### src/rtl/mlp_sequencer.sv
// ---------------------------------------------------------------------------
// mlp_sequencer
//   Sequences one inference of the 10-5-3 drowsiness-detector MLP over a
//   single shared MAC and a 65-entry weight memory. The block walks the weight
//   addresses and drives the MAC strobes (one cycle after each read) and the
//   activation write-back (one cycle after the last term of a neuron).
//   Completion is signalled with a one-cycle done pulse.
//
// Handshake: start is a level request that is sampled only in IDLE. A start
//   seen in any other state is dropped, not queued. abort cancels a running
//   inference on the next edge; it is ignored when the block is not busy.
//   done is high for exactly one cycle, and busy is low during that cycle.
//
// Ports
//   Clock, Rst          clock (rising edge), asynchronous active-low reset
//   start, abort        run request / synchronous cancel
//   busy, done          run in progress / one-cycle completion pulse
//   w_re, w_addr        weight read strobe and address (data returns +1 cycle)
//   mac_en, mac_clr     accumulate / load-first-term strobes
//   mac_layer, x_sel    operand source (0 inputs, 1 hidden) and operand index
//   act_we, act_layer,  activation write strobe, layer (0 hidden, 1 output)
//   act_idx             and neuron index
//   count               busy-cycle counter of the current/last run
//   dbg_state           current FSM state
// ---------------------------------------------------------------------------
module mlp_sequencer #(
  parameter int N_IN  = 10,
  parameter int N_HID = 5,
  parameter int N_OUT = 3,
  parameter int AW    = 7
) (
  input  logic          Clock,
  input  logic          Rst,
  input  logic          start,
  input  logic          abort,
  output logic          busy,
  output logic          done,
  output logic          w_re,
  output logic [AW-1:0] w_addr,
  output logic          mac_en,
  output logic          mac_clr,
  output logic          mac_layer,
  output logic [3:0]    x_sel,
  output logic          act_we,
  output logic          act_layer,
  output logic [2:0]    act_idx,
  output logic [9:0]    count,
  output logic [2:0]    dbg_state
);

  typedef enum logic [2:0] {
    S_IDLE    = 3'd0,
    S_LOAD_H  = 3'd1,
    S_DRAIN_H = 3'd2,
    S_LOAD_O  = 3'd3,
    S_DRAIN_O = 3'd4,
    S_DONE    = 3'd5
  } state_t;

  localparam logic [3:0] H_LAST_TERM = 4'(N_IN - 1);
  localparam logic [3:0] O_LAST_TERM = 4'(N_HID - 1);
  localparam logic [2:0] H_LAST_NRN  = 3'(N_HID - 1);
  localparam logic [2:0] O_LAST_NRN  = 3'(N_OUT - 1);

  state_t        state_q, state_d;
  logic [AW-1:0] addr_q, addr_d;
  logic [3:0]    term_q, term_d;
  logic [2:0]    nrn_q, nrn_d;
  logic          drn_q, drn_d;
  logic [9:0]    count_q, count_d;

  // Stage 1: operand strobes for the word read in the previous cycle.
  logic          s1_en_q, s1_en_d;
  logic          s1_clr_q, s1_clr_d;
  logic          s1_layer_q, s1_layer_d;
  logic [3:0]    s1_sel_q, s1_sel_d;
  logic          s1_last_q, s1_last_d;
  logic [2:0]    s1_nrn_q, s1_nrn_d;
  // Stage 2: activation write-back once the accumulator holds a full sum.
  logic          s2_we_q, s2_we_d;
  logic          s2_layer_q, s2_layer_d;
  logic [2:0]    s2_idx_q, s2_idx_d;

  logic rd, busy_c, last_term, last_nrn, kill;

  always_comb begin
    state_d = state_q;
    addr_d  = addr_q;
    term_d  = term_q;
    nrn_d   = nrn_q;
    drn_d   = drn_q;
    count_d = count_q;

    rd        = (state_q == S_LOAD_H) || (state_q == S_LOAD_O);
    busy_c    = (state_q == S_LOAD_H) || (state_q == S_DRAIN_H) ||
                (state_q == S_LOAD_O) || (state_q == S_DRAIN_O);
    last_term = ((state_q == S_LOAD_H) && (term_q == H_LAST_TERM)) ||
                ((state_q == S_LOAD_O) && (term_q == O_LAST_TERM));
    last_nrn  = ((state_q == S_LOAD_H) && (nrn_q == H_LAST_NRN)) ||
                ((state_q == S_LOAD_O) && (nrn_q == O_LAST_NRN));
    kill      = abort && busy_c;

    if (busy_c) count_d = count_q + 10'd1;

    // Weights are stored layer-major, neuron-major, term fastest, so a
    // plain incrementing address matches the (neuron, term) walk.
    if (rd) begin
      addr_d = addr_q + AW'(1);
      if (last_term) begin
        term_d = 4'd0;
        nrn_d  = last_nrn ? 3'd0 : nrn_q + 3'd1;
      end else begin
        term_d = term_q + 4'd1;
      end
    end

    case (state_q)
      S_IDLE: begin
        if (start) begin
          state_d = S_LOAD_H;
          count_d = 10'd0;
          addr_d  = '0;
          term_d  = 4'd0;
          nrn_d   = 3'd0;
        end
      end
      S_LOAD_H:  if (last_term && last_nrn) state_d = S_DRAIN_H;
      // Two idle cycles let the last hidden write land before its use.
      S_DRAIN_H: begin
        drn_d = ~drn_q;
        if (drn_q) state_d = S_LOAD_O;
      end
      S_LOAD_O:  if (last_term && last_nrn) state_d = S_DRAIN_O;
      S_DRAIN_O: begin
        drn_d = ~drn_q;
        if (drn_q) state_d = S_DONE;
      end
      S_DONE: begin
        state_d = S_IDLE;
        addr_d  = '0;
      end
      default: state_d = S_IDLE;
    endcase

    if (kill) begin
      state_d = S_IDLE;
      addr_d  = '0;
      term_d  = 4'd0;
      nrn_d   = 3'd0;
      drn_d   = 1'b0;
    end

    s1_en_d    = rd && !kill;
    s1_clr_d   = (term_q == 4'd0);
    s1_layer_d = (state_q == S_LOAD_O);
    s1_sel_d   = term_q;
    s1_last_d  = last_term;
    s1_nrn_d   = nrn_q;

    s2_we_d    = s1_en_q && s1_last_q && !kill;
    s2_layer_d = s1_layer_q;
    s2_idx_d   = s1_nrn_q;
  end

  always_ff @(posedge Clock or negedge Rst) begin
    if (!Rst) begin
      state_q    <= S_IDLE;
      addr_q     <= '0;
      term_q     <= 4'd0;
      nrn_q      <= 3'd0;
      drn_q      <= 1'b0;
      count_q    <= 10'd0;
      s1_en_q    <= 1'b0;
      s1_clr_q   <= 1'b0;
      s1_layer_q <= 1'b0;
      s1_sel_q   <= 4'd0;
      s1_last_q  <= 1'b0;
      s1_nrn_q   <= 3'd0;
      s2_we_q    <= 1'b0;
      s2_layer_q <= 1'b0;
      s2_idx_q   <= 3'd0;
    end else begin
      state_q    <= state_d;
      addr_q     <= addr_d;
      term_q     <= term_d;
      nrn_q      <= nrn_d;
      drn_q      <= drn_d;
      count_q    <= count_d;
      s1_en_q    <= s1_en_d;
      s1_clr_q   <= s1_clr_d;
      s1_layer_q <= s1_layer_d;
      s1_sel_q   <= s1_sel_d;
      s1_last_q  <= s1_last_d;
      s1_nrn_q   <= s1_nrn_d;
      s2_we_q    <= s2_we_d;
      s2_layer_q <= s2_layer_d;
      s2_idx_q   <= s2_idx_d;
    end
  end

  // Side-band fields are forced to 0 outside their strobe so idle outputs
  // are clean zeros.
  assign busy      = (state_q == S_LOAD_H) || (state_q == S_DRAIN_H) ||
                     (state_q == S_LOAD_O) || (state_q == S_DRAIN_O);
  assign done      = (state_q == S_DONE);
  assign w_re      = (state_q == S_LOAD_H) || (state_q == S_LOAD_O);
  assign w_addr    = w_re ? addr_q : '0;
  assign mac_en    = s1_en_q;
  assign mac_clr   = s1_en_q && s1_clr_q;
  assign mac_layer = s1_en_q && s1_layer_q;
  assign x_sel     = s1_en_q ? s1_sel_q : 4'd0;
  assign act_we    = s2_we_q;
  assign act_layer = s2_we_q && s2_layer_q;
  assign act_idx   = s2_we_q ? s2_idx_q : 3'd0;
  assign count     = count_q;
  assign dbg_state = state_q;

endmodule
### config.mk
export PLATFORM = sky130hd
export DESIGN_NAME = mlp_sequencer
export DESIGN_NICKNAME = d
export VERILOG_FILES = /design/src/rtl/mlp_sequencer.sv
export SDC_FILE = /design/constraint.sdc
export NUM_CORES = 1
export LEC_CHECK = 0
export CAP_MARGIN = 20
export CORE_ASPECT_RATIO = 0.8
export CORE_MARGIN = 3
export CORE_UTILIZATION = 45
export DETAILED_ROUTE_END_ITERATION = 10
export PLACE_DENSITY = 0.7
export SLEW_MARGIN = 15
export SYNTH_ARGS = -nofsm -noshare
export SYNTH_HDL_FRONTEND = slang
export SYNTH_SLANG_ARGS = --single-unit
### constraint.sdc
create_clock -name Clock -period 2.5 [get_ports Clock]
set_clock_uncertainty 0.2 [all_clocks]
set_input_delay 0.375 -clock Clock [delete_from_list [all_inputs] [get_ports Clock]]
set_output_delay 0.375 -clock Clock [all_outputs]
set_load 0.03 [all_outputs]
==> impl_metrics.toml <==
[outcome]
outcome = "complete, no violations"

[yosys]
synth_nets = 222
synth_fa_ha_area_share_pct = 5.175
synth-compound-area-share_pct = 8.108
synth_common_cells = "44 x dfrtp_1, 25 x nand2_1, 19 x nor2_1"
synth-seq-cells = 44
ys_top_cells_by_area = "dfrtp_1 51%, ha_1 5.2%, and2_1 4.3%"
synth-xor-area-share_pct = 5.233
synthMuxAreaShare_pct = 2.358
synth_top_cell_by_area = "dfrtp_1"
synth_top_area_share_pct = 50.60
yosysMostFrequentCell = "dfrtp_1"
netlist_instances = 209
avgSynthCellArea_um2 = 10.41
ys.flop_type = "dfrtp_1"
synth_area_um2 = 2176
yosysSeqAreaShare_pct = 50.60
synth_top_family_by_area = "simple AND/OR/NAND/NOR gates"
ys_types = 47
synth_edf_count = 0
async_flop_share_pct = 100.0
yosys_warnings = 0
yosys.area_share.simple_pct = 24.38

[pwr]
p_seq_share_pct = 49.8
powerDensity_nw_per_um2 = 607.5
p_int_mw = 1.156
combinationalPowerShare_pct = 21.7
leakage_nw = 1.245
power_switching_share_pct = 30.41
ir_drop_uv = 414.7
net-switching-power_mw = 0.5053
clockPowerShare_pct = 28.5

[layout]
num_antenna_cells = 0
layout-drive-gt1-share_pct = 12.79
fin_nets = 271
fill_cells = 394
syn2layout_area_growth_pct = 25.70
final_util_pct = 61.96

[critical_path]
startpoint = "dbg_state[1]$_DFFE_PN0P_"
required_ns = 1.92
worst_path_largest_cell_delay_ns = 0.45
criticalPathCategory = "register to primary output"
cp_top_family = "simple AND/OR/NAND/NOR gates"
cp_slowest_cell = "dfrtp_1"
critPathCaptureType = "primary output"
r2r-start = "dbg_state[1]$_DFFE_PN0P_"
critPathMaxFanout = 6
critPathArrivalTime_ns = 1.72
r2r_cells = 6
worstSetupStartpointType = "register"
r2r_slack_ns = 0.54
critical_path_buf_inv_count = 2
crit-reg2reg-capture = "addr_q[1]$_DFF_PN0_"
cp_cell_sequence = "or3_1 -> nand2_1 -> inv_1 -> dlygate4sd2_1"

[timing]
setup_viol = 0
grt_setup_unrepaired = "false"
relSlewSlack_pct = 75.82
worst_pin_slew_ns = 0.3627
maxSlewViolCount = 0
finalSetupTns_ns = 0
finalCritPeriodShare_pct = 91.81
fmaxAchievable_mhz = 435.7
min_period_ns = 2.295
finalHoldViolCount = 0

[placed_design]
globalplace.congestion = 0.7730
dp_hpwl_mm = 3.099
io_buffers = 38

[clock_network]
path_clk_slew_ns = 0.08
clkSinkCount = 44
clk_latency_ns = 0.29
htreeDepth = 2
cts_tree = "yes"
cts-buffers-inserted = 5
cts_setup_buffers = 0
cts_buffer_depth = 2
cts_root_buf = "clkbuf_8"

[hold_path]
min_to = "s2_idx_q[1]$_DFF_PN0_"
min_from = "s1_nrn_q[1]$_DFF_PN0_"
hp-class = "register to register"
hold_depth = 0

[run]
max_cap_violations = 0

[global_routing]
grt_pass1_vias = 1503
grt_pass1_wl_mm = 7.320
overflow = 0
antenna_found_initial = 0
track_usage_pct = 16.20
grt_max_degree = 17

[die]
fp.dieH_um = 68.20
boundaryPins = 39
design.core.area_um2 = 4414
initial_core_util_pct = 49.29
dieArea_um2 = 5711
num_rows = 21
die_width_um = 83.75

[detailed_routing]
drt-pass1-iter-count = 4
ant_nets = 0
drt_iter0_drc = 74
drc = 0
routedWlPerCell_um = 13.31
wl_mm = 4.193
vias = 1590
avgViaCountPerCell = 5.048
-- cells by family (layout without fill, tap and decap cells) --
group | Yosys count | after routing
buffers and inverters | 16 | 65
adder cells (fa/ha/maj) | 9 | 9
flip-flops | 44 | 44
AO/OA/AOI/OAI | 27 | 27
multiplexers | 5 | 5
XOR/XNOR | 13 | 13
AND/OR/NAND/NOR | 95 | 95
-- through the flow --
step | setup slack, ns | instances | cell area [um2] | total power, mW | hold slack, ns
after floorplan | 0.2753 | 209 | 2176 | 1.055 | -0.1206
after global placement | 0.2514 | 307 | 2623 | 1.197 | 0.09619
after detailed placement | 0.2085 | 307 | 2623 | 1.205 | 0.1009
after CTS | 0.06415 | 315 | 2733 | 1.680 | 0.1536
after global routing | 0.1097 | 315 | 2735 | 1.761 | 0.1578
final | 0.2048 | 315 | 2735 | 1.662 | 0.1514
-- layer usage --
metal	share of wire [%]	track usage, %	routed length [um]
met3	6.3	4.452	265
met4	0.60	3.012	25
met5	0	0	0
met2	42	24.80	1780
met1	51	23.38	2121
-- power by group through the flow --
stage / Combinational (mW) / Sequential, mW / Clock [mW]
6_report: 0.361 / 0.827 / 0.473
5_1_grt: 0.402 / 0.838 / 0.522
4_1_cts: 0.366 / 0.827 / 0.488
3_5_place_dp: 0.365 / 0.841 / 0
3_3_place_gp: 0.358 / 0.839 / 0
2_1_floorplan: 0.183 / 0.872 / 0
-- repair_timing --
| action | CTS | global route |
|---|---|---|
| hold endpoints to repair | 14 | 0 |
| gates resized for setup | 4 | 1 |
| hold buffers | 1 | 0 |
| setup endpoints to repair | 1 | 1 |
-- worst max-delay path by stage --
stage           endpoint  slack (ns)  depth (start not counted)
4_1_cts             w_re        0.06                          4
3_5_place_dp        busy        0.21                          4
2_1_floorplan  w_addr[0]        0.28                          5
5_1_grt             busy        0.11                          4
3_3_place_gp        busy        0.25                          4
6_report            busy        0.20                          4
-- cells in the final DEF, fill, tap and decap left out, types with 3 or more instances in the layout --
cell,count
a21oi_1,10
and2_1,15
buf_4,15
clkbuf_8,7
clkdlybuf4s50_1,27
dfrtp_1,44
dlygate4sd2_1,3
ha_1,9
inv_1,10
mux2i_1,4
nand2_1,25
nand2b_1,4
nand3_1,5
nand3b_1,3
nand4_1,3
nor2_1,19
o21ai_0,3
o22ai_1,3
or3_1,3
xnor2_1,5
xor2_1,8
-- sequential cells by signal, summed over array words and instances, names as in the netlist --
register,count
s1_sel_q,4
dbg_state,3
s1_clr_q,1
addr_q,7
s1_nrn_q,3
mac_en,1
act_we,1
s2_layer_q,1
nrn_q,3
s1_sel_d,4
s2_idx_q,3
drn_q,1
s1_layer_q,1
count,10
s1_last_q,1
-- final cells by class --
cell class	count	area (um2)	share of cell area, %
sequential	44	1101	40.26
clock buffer	7	96.34	3.522
timing repair buffer	48	436.7	15.97
multi-input combinational	149	992.2	36.28
inverter	10	37.54	1.372
tap	57	71.32	2.608
Note: power is estimated with default switching activity, not from simulation.
